--- src/rtl/m_ifetch.sv ---
// m_ifetch: instruction-fetch stage. Owns the PC, drives a synchronous
// instruction memory with 1-cycle read latency, and hands {pc, ir} pairs to
// decode through a 2-entry FIFO with a valid/ready handshake. A redirect
// flushes everything fetched but not yet consumed and restarts at the target.
module m_ifetch #(
    parameter logic [31:0] RESET_PC = 32'h0000_0000,
    parameter logic [31:0] PC_INC   = 32'h0000_0004
) (
    input  logic        w_clk,
    input  logic        w_rst,
    output logic        w_imem_en,
    output logic [31:0] w_imem_addr,
    input  logic [31:0] w_imem_data,
    input  logic        w_redirect,
    input  logic [31:0] w_redirect_pc,
    output logic        w_out_valid,
    input  logic        w_out_ready,
    output logic [31:0] w_out_pc,
    output logic [31:0] w_out_ir
);

    logic [31:0] pc_q, pc_d;
    logic        inflight_q, inflight_d;
    logic [31:0] inflightPc_q, inflightPc_d;
    logic        kill_q, kill_d;
    logic [1:0]  count_q, count_d;
    logic        head_q, head_d;
    logic        tail_q, tail_d;
    logic [31:0] fifoPc_q [2];
    logic [31:0] fifoIr_q [2];

    logic        pop;
    logic        push;
    logic        issue;
    logic [2:0]  occupancy;

    // Handshake, credit check and fetch request; reset forces the request low
    always_comb begin
        w_out_valid = !w_rst && (count_q != 2'd0) && !w_redirect;
        pop         = w_out_valid && w_out_ready;
        occupancy   = {1'b0, count_q} + {2'b00, inflight_q} - {2'b00, pop};
        issue       = !w_rst && !w_redirect && (occupancy < 3'd2);
        push        = inflight_q && !kill_q && !w_redirect;
        w_imem_en   = issue;
        w_imem_addr = pc_q;
        w_out_pc    = 32'h0;
        w_out_ir    = 32'h0;
        if (count_q != 2'd0) begin
            w_out_pc = fifoPc_q[head_q];
            w_out_ir = fifoIr_q[head_q];
        end
    end

    // Next-state for PC, in-flight tracking and FIFO bookkeeping
    always_comb begin
        pc_d         = pc_q;
        inflight_d   = issue;
        inflightPc_d = inflightPc_q;
        kill_d       = kill_q;
        count_d      = count_q + {1'b0, push} - {1'b0, pop};
        head_d       = head_q ^ pop;
        tail_d       = tail_q ^ push;
        if (issue) begin
            pc_d         = pc_q + PC_INC;
            inflightPc_d = pc_q;
        end
        if (inflight_q) begin
            kill_d = 1'b0;
        end
        if (w_redirect) begin
            pc_d    = {w_redirect_pc[31:2], 2'b00};
            count_d = 2'd0;
            head_d  = 1'b0;
            tail_d  = 1'b0;
            // Only a request still outstanding past the redirect needs killing;
            // with 1-cycle latency and no issue during redirect this stays clear.
            kill_d  = issue;
        end
    end

    // Control state register with asynchronous reset
    always_ff @(posedge w_clk or posedge w_rst) begin
        if (w_rst) begin
            pc_q         <= RESET_PC;
            inflight_q   <= 1'b0;
            inflightPc_q <= 32'h0;
            kill_q       <= 1'b0;
            count_q      <= 2'd0;
            head_q       <= 1'b0;
            tail_q       <= 1'b0;
        end else begin
            assert (!(push && (count_q == 2'd2)));
            pc_q         <= pc_d;
            inflight_q   <= inflight_d;
            inflightPc_q <= inflightPc_d;
            kill_q       <= kill_d;
            count_q      <= count_d;
            head_q       <= head_d;
            tail_q       <= tail_d;
        end
    end

    // FIFO storage; contents only matter where count says an entry is live
    always_ff @(posedge w_clk) begin
        if (push) begin
            fifoPc_q[tail_q] <= inflightPc_q;
            fifoIr_q[tail_q] <= w_imem_data;
        end
    end

endmodule

--- config.mk ---
export PLATFORM = sky130hd
export DESIGN_NAME = m_ifetch
export DESIGN_NICKNAME = d
export VERILOG_FILES = /design/src/rtl/m_ifetch.sv
export SDC_FILE = /design/constraint.sdc
export NUM_CORES = 1
export LEC_CHECK = 0
export BUFFER_PORTS_ARGS = -buffer_cell sky130_fd_sc_hd__buf_4
export CAP_MARGIN = 20
export CORE_MARGIN = 3
export CORE_UTILIZATION = 40
export CTS_CLUSTER_SIZE = 10
export DETAILED_ROUTE_END_ITERATION = 8
export HOLD_SLACK_MARGIN = 0.05
export PLACE_DENSITY_LB_ADDON = 0.2
export SYNTH_ARGS = -nofsm -noshare
export SYNTH_HDL_FRONTEND = slang
export SYNTH_SLANG_ARGS = --single-unit
--- constraint.sdc ---
create_clock -name w_clk -period 7.7 [get_ports w_clk]
set_input_delay 0 -clock w_clk [delete_from_list [all_inputs] [get_ports w_clk]]
set_output_delay 0 -clock w_clk [all_outputs]
set_load 0.03 [all_outputs]
==> results.cfg, run 1 <==
[pwr]
p_sw_uw = 709.0
p_seq_share_pct = 49.7
ir_drop_mv = 0.1525
internal-power_mw = 1.846
combPwrFrac_pct = 15.8
leakagePower_nw = 4.341
power_frac_clock_pct = 34.5
swShare_pct = 27.74
pwr_density_cell_mw_per_mm2 = 238.0

[floorplanning]
start_util_pct = 40.97
coreArea_mm2 = 0.01953
pin_count = 166
rows = 51
die-height_um = 147.4
die_w_um = 147.4
dieArea_mm2 = 0.02173

[synth]
postSynthAreaPerCell_um2 = 12.40
yosysSeqAreaShare_pct = 67.20
ys_ff_latch = 190
ys_types = 46
synth_edf_count = 124
async_reset_ff_share_pct = 34.74
ys.flop_type = edfxtp_1
syn-instance-count = 645
yosysWarnings = 0
syn-cell-area_mm2 = 0.007999

[min_path]
hold_start = w_imem_data[10]
min_path_type = in -> reg

[timing]
max_freq_mhz = 245.4
tightest_slew_ps = 1008
rsz0062_at_grt = false
skew_ps = 8.929
tns_ps = 0
period_needed_ps = 4075
finalMaxSlewViolations = 0
setup_viol = 0
hold_viol_final = 0
period_share_pct = 52.93
slew-limit-headroom_pct = 32.53

[drt]
viasPerCell = 4.953
firstDrtPassIters = 5
dr_total_vias = 5646
totalWireLength_mm = 18.79
antenna_left = 0
drtIter0Drc = 302
drc = 0
wl_per_cell_um = 16.48

[cts]
cts_root_buf = clkbuf_16
cts_tree = done
clk_pin_slew_ps = 70
postCtsHoldBufs = 66
post_cts_buffers = 0
cts_buffers = 17
clockBufferDepth = 2
clkLatencyLatePin_ps = 430
clkSinkCount = 190
h-tree-depth = 4
ctsResizeCount = 0

[final_layout]
postLayoutCellArea_mm2 = 0.01074
fin_util_pct = 54.99
areaGrowthSynthToFinish_pct = 34.24
multi_input_area_mm2 = 0.002494
n_antenna_cell = 0
finalNetCount = 937
drive_gt1_share_pct = 24.00
seqCellArea_mm2 = 0.005379
filler_cell_count = 1679

[worst_setup_path]
path_class = in -> reg
critPathLaunchType = primary input
crit_required_ps = 8000
critPathLaunch = w_redirect
r2r_start = count_q[1]
endpoint_kind = register
arrival_ps = 4380
worstPathMaxFanout = 57

[grt]
grt-ovfl-total = 0
grt_pass1_vias = 5935
grt_max_degree = 67
grt_use_total_pct = 17.75
antenna_found_initial = 0
grt_pass1_wl_mm = 30.72

[placed_design]
dpl.hpwl_mm = 11.29
routabilityCongestion = 0.7569
portBuffers = 159
placed_area_mm2 = 0.009454

[run_status]
status = completed

[job]
maxCapViolCount = 0
[routing by layer]
layer	GRT usage, %	up-vias	share of wire, %	routed length, um
met5	0	-	0	0
met4	6.104	0	1.4	267
met3	3.342	19	5.4	1011
met2	29.75	173	49	9255
met1	23.43	2732	44	8253
li1	-	2722	-	-
[cells in the final DEF (no fill, tap or decap), types with 2 or more instances in the layout]
master / Yosys / routed
and3_1: 8 / 8
nand4_1: 8 / 8
conb_1: 1 / 4
and2_1: 3 / 3
o311ai_0: 5 / 5
nor3_1: 5 / 5
o211ai_1: 6 / 6
ha_1: 6 / 4
clkbuf_16: 0 / 18
nand2b_1: 2 / 2
nor2b_1: 9 / 9
o21ai_0: 22 / 22
a22oi_1: 2 / 2
and4_1: 3 / 3
mux2i_1: 63 / 63
xnor2_1: 5 / 5
inv_6: 0 / 6
nor4_2: 2 / 2
nand2_1: 128 / 128
dlygate4sd3_1: 0 / 66
a31oi_1: 3 / 3
xor2_1: 2 / 2
a221o_1: 7 / 7
o311ai_1: 2 / 2
inv_1: 6 / 5
clkbuf_8: 0 / 2
a21oi_1: 3 / 3
dfrtp_1: 66 / 65
buf_4: 4 / 163
nand3_1: 15 / 14
nor3b_1: 3 / 3
ha_4: 0 / 2
a21o_1: 3 / 3
edfxtp_1: 124 / 124
nor2_1: 85 / 84
[path summary, 6_finish.rpt]
path                       slack (ps)               to  depth (start not counted)
hold reg to reg                   460           kill_q                          1
max in group asynchronous        6620           head_q                          4
setup reg to reg                 3670   w_imem_addr[9]                         13
hold / removal                    300  fifoIr_q[1][10]                          2
setup / recovery                 3620   w_imem_addr[9]                         14
min in group asynchronous         450           head_q                          4
[cells by family (layout without fill, tap and decap cells)]
family,Yosys count,in the layout,share of synthesized area [%]
DFF,190,190,67.20
buffers and inverters,42,269,2.237
xor gates and xnor gates,7,7,0.7665
adders and majority gates,7,7,1.189
other,1,4,0.04688
AOI/OAI and AO/OA,56,56,4.787
and+or+nand+nor,279,279,15.89
muxes,63,63,7.884
[layout make-up]
cell class	count	share of cell area, %
repair buffers	230	17.80
clock inverters	11	1.060
clock buffers	21	4.486
inverters	7	0.2447
multi-input cells	416	23.22
flip-flops and latches	190	50.09
well taps	265	3.088
[per-stage QoR]
stage          worst slack, ps  std cells  hold WS, ps  total power [mW]
6_report                  3625       1140        302.9             2.555
5_1_grt                   3217       1140        292.4             2.666
4_1_cts                   3592       1139        281.8             2.580
3_5_place_dp              3705       1041        187.6             1.671
3_3_place_gp              3906       1041        185.6             1.656
2_1_floorplan             4041        648        98.87             1.506
[cells in the mapped netlist (8+ instances only)]
| cell type | count | area, um^2 |
|---|---|---|
| buf_1 | 9 | 33.78 |
| edfxtp_1 | 124 | 3724 |
| o21ai_0 | 22 | 110.1 |
| nand4_1 | 8 | 50.05 |
| nor2b_1 | 9 | 56.30 |
| nand2_1 | 128 | 480.5 |
| clkbuf_1 | 17 | 63.81 |
| and3_1 | 8 | 50.05 |
| dfrtp_1 | 66 | 1652 |
| mux2i_1 | 63 | 630.6 |
| nor2_1 | 85 | 319.1 |
| nand3_1 | 15 | 75.07 |
[power groups by stage]
stage	clock network, mW	logic (mW)	registers, mW
after floorplan	0	0.203	1.30
after global placement	0	0.371	1.29
after detailed placement	0	0.377	1.29
after CTS	0.901	0.406	1.27
after global routing	0.942	0.441	1.28
final	0.882	0.404	1.27
[worst max-delay path: stages]
cell           delay (ps)
dlygate4sd3_1         540
buf_4                 460
nor3_1                140
and2_1                230
ha_1                  280
nand2b_1              170
fa_1                  400
xnor2_1               160
nand3_2                80
buf_4                 510
clkinv_1              180
nor2_1                800
o21ai_0               220
o311ai_0              150
[sequential cells by signal, indices dropped and copies added, names as in the netlist]
register,count
fifoPc_q,60
inflightPc_q,30
kill_q,1
inflight_q,1
head_q,1
count_q,2
w_imem_addr,30
fifoIr_q,64
tail_q,1
No activity file was read; power rests on OpenSTA's default activity.
==> inputs of run 2 (changes only) <==
--- a/config.mk
+++ b/config.mk
@@ -5,6 +5,7 @@
 export SDC_FILE = /design/constraint.sdc
 export NUM_CORES = 1
 export LEC_CHECK = 0
+export ABC_AREA = 1
 export BUFFER_PORTS_ARGS = -buffer_cell sky130_fd_sc_hd__buf_4
 export CAP_MARGIN = 20
 export CORE_MARGIN = 3
==> constraint.sdc (replaced) <==
create_clock -name w_clk -period 3.7 [get_ports w_clk]
set_input_delay 0 -clock w_clk [delete_from_list [all_inputs] [get_ports w_clk]]
set_output_delay 0 -clock w_clk [all_outputs]
set_load 0.03 [all_outputs]
==> run 2 against run 1 <==
Worst setup slack worse by 3300 ps. Wire length up 4.9%. Register-to-register slack worse by 2900 ps. Total power up 110%. Global-route usage down 0.46 points. Highest routed layer unchanged. Sequential power up 110%. Non-clock buffer count up 5.
==> results.cfg, run 2 <==
[run_status]
status = completed

[worst_setup_path]
r2r_cells = 17
cpMostUsedCell = inv_1
path_class = reg -> out
crit_required_ps = 3700
r2r_start = count_q[1]
reg2reg_slack_ps = 750
cpPeakStageDelay_ps = 480
critPathLaunchType = register
worstPathMaxFanout = 17
arrival_ps = 3330
r2r_end = inflightPc_q[30]
endpoint_kind = output port
critPathSlowestCell = fa_1
path_cells = inv_1, nand2_1, inv_2, nor2_1, nand2_1, inv_1, ha_1, inv_1, nand2_1, fa_1, inv_1, nor2_2, nand2_2, inv_1, buf_4, buf_4

[synth]
ys_ff_latch = 190
ys_types = 29
synth.mux.area_fraction_pct = 0
synth_top_area_share_pct = 44.04
yosysSeqAreaShare_pct = 63.58
synthTopCellsByCount = 296 x nand2_1, 124 x edfxtp_1, 79 x nor2_1
synth_top_family_by_area = simple AND/OR/NAND/NOR gates
synth_edf_count = 124
synth.most_common_cell = nand2_1
yosys.area_share.adder_pct = 1.125
async_reset_ff_share_pct = 34.74
yosysWarnings = 0
ys.flop_type = edfxtp_1
synth-simple-area-share_pct = 22.73
synth-xor-area-share_pct = 0.2072
syn-cell-area_mm2 = 0.008454
syn-instance-count = 882
synthTopCellsByArea = edfxtp_1 44%, dfrtp_1 20%, nand2_1 13%, nand3_1 3.8%, a21oi_1 3.7%
yosys.area.top_type = edfxtp_1
postSynthAreaPerCell_um2 = 9.585
synth_compound_area_share_pct = 6.157

[timing]
setup_viol = 0
finalMaxSlewViolations = 0
hold_viol_final = 0
tightest_slew_ps = 861.3
tns_ps = 0
max_freq_mhz = 300.2
slew-limit-headroom_pct = 42.58
rsz0062_at_grt = false
period_needed_ps = 3331
period_share_pct = 90.03
skew_ps = 11.13

[floorplanning]
dieArea_mm2 = 0.02292
rows = 52
die-height_um = 151.4
start_util_pct = 41.25
coreArea_mm2 = 0.02049
die_w_um = 151.4
pin_count = 166

[placed_design]
dpl.hpwl_mm = 12.76
portBuffers = 159
routabilityCongestion = 0.8096

[grt]
grt_max_degree = 67
antenna_found_initial = 0
grt_use_total_pct = 17.30
grt-ovfl-total = 0
grt_pass1_vias = 5989
grt_pass1_wl_mm = 30.79

[pwr]
total_power_mw = 5.353
ir_drop_mv = 0.3235
pwr_density_cell_mw_per_mm2 = 483.3
p_seq_share_pct = 50.0
internal-power_mw = 3.794
swShare_pct = 29.13
power_frac_clock_pct = 32.4
leakagePower_nw = 4.793
p_sw_mw = 1.559
combPwrFrac_pct = 17.6

[drt]
viasPerCell = 4.681
antenna_left = 0
firstDrtPassIters = 5
drc = 0
dr_total_vias = 6465
wl_per_cell_um = 14.27
drtIter0Drc = 383
totalWireLength_mm = 19.70

[cts]
cts_tree = done
post_cts_buffers = 0
clkSinkCount = 190
cts_buffers = 17
ctsResizeCount = 0
postCtsHoldBufs = 64
h-tree-depth = 4
clk_pin_slew_ps = 70
clockBufferDepth = 2
clkLatencyLatePin_ps = 420
cts_root_buf = clkbuf_16

[final_layout]
largest_reg_flops = 64
filler_cell_count = 1866
drive_gt1_share_pct = 20.70
top_register = fifoIr_q
multi_input_area_mm2 = 0.002575
finalNetCount = 1173
final_cell_mix = 296 x nand2_1, 171 x buf_4, 124 x edfxtp_1, 79 x nor2_1, 73 x inv_1
seqCellArea_mm2 = 0.005376
areaGrowthSynthToFinish_pct = 31.00
reg.largest.list = fifoIr_q x64, fifoPc_q x60
final_common_cell = nand2_1
n_antenna_cell = 0

[min_path]
min_path_type = in -> reg
worstHoldPathCells = 6
min_to = head_q
hold_start = w_redirect

[job]
maxCapViolCount = 0
## run 2: worst max path at each step
stage               cells after the start              end  slack (ps)        from
floorplan                              18  w_imem_addr[20]         480       w_rst
global placement                       17  w_imem_addr[12]         810  count_q[1]
detailed placement                     17  w_imem_addr[12]         760  count_q[1]
CTS                                    16        w_imem_en         330  count_q[1]
global route                           16        w_imem_en          40  count_q[1]
finish                                 16        w_imem_en         370  count_q[1]
## run 2: critical path, delay by kind of cell, from the launching register on
family,cells,cell delay (ps)
fa+ha+maj,2,710
simple gates,6,540
buf+inv,8,1260
flops,1,420
## run 2: kinds of logic after synthesis
family,after synthesis
simple gates,463
flops,190
buf+inv,119
compound gates,100
fa+ha+maj,7
xor+xnor,2
other cells,1
## run 2: power groups by stage
stage                     clock network (mW)  registers [mW]  logic [mW]
after detailed placement                   0            2.72       0.897
after CTS                               1.77            2.67       0.955
final                                   1.73            2.67       0.945
after global placement                     0            2.71       0.882
after global routing                    1.88            2.70        1.04
after floorplan                            0            2.75       0.494
## run 2: layout make-up
| class | count | area share (%) |
|---|---|---|
| clock inverter | 14 | 1.220 |
| sequential | 190 | 48.54 |
| timing repair buffer | 235 | 17.37 |
| clock buffer | 18 | 3.875 |
| inverter | 78 | 2.689 |
| tap | 270 | 3.050 |
| multi-input combinational | 576 | 23.25 |
## run 2: layer usage
| metal | vias up | track usage [%] | share of wire, % |
|---|---|---|---|
| li1 | 3301 | - | - |
| met1 | 2956 | 24.15 | 46 |
| met2 | 189 | 27.92 | 47 |
| met3 | 19 | 2.992 | 5.7 |
| met4 | 0 | 4.941 | 1.3 |
| met5 | - | 0 | 0 |
## run 2: metrics by stage
step                      setup WS, ps  utilization, %  cells  instance area (um^2)  hold WS (ps)
final                            368.7           54.04   1381                 11080         76.78
after global routing             44.93           54.04   1381                 11080         113.9
after CTS                        325.4           54.04   1381                 11080         62.42
after detailed placement         756.6           48.16   1285                  9871         187.5
after global placement           805.8           48.16   1285                  9871         184.6
after floorplan                  484.7               -    885                  8469         98.87
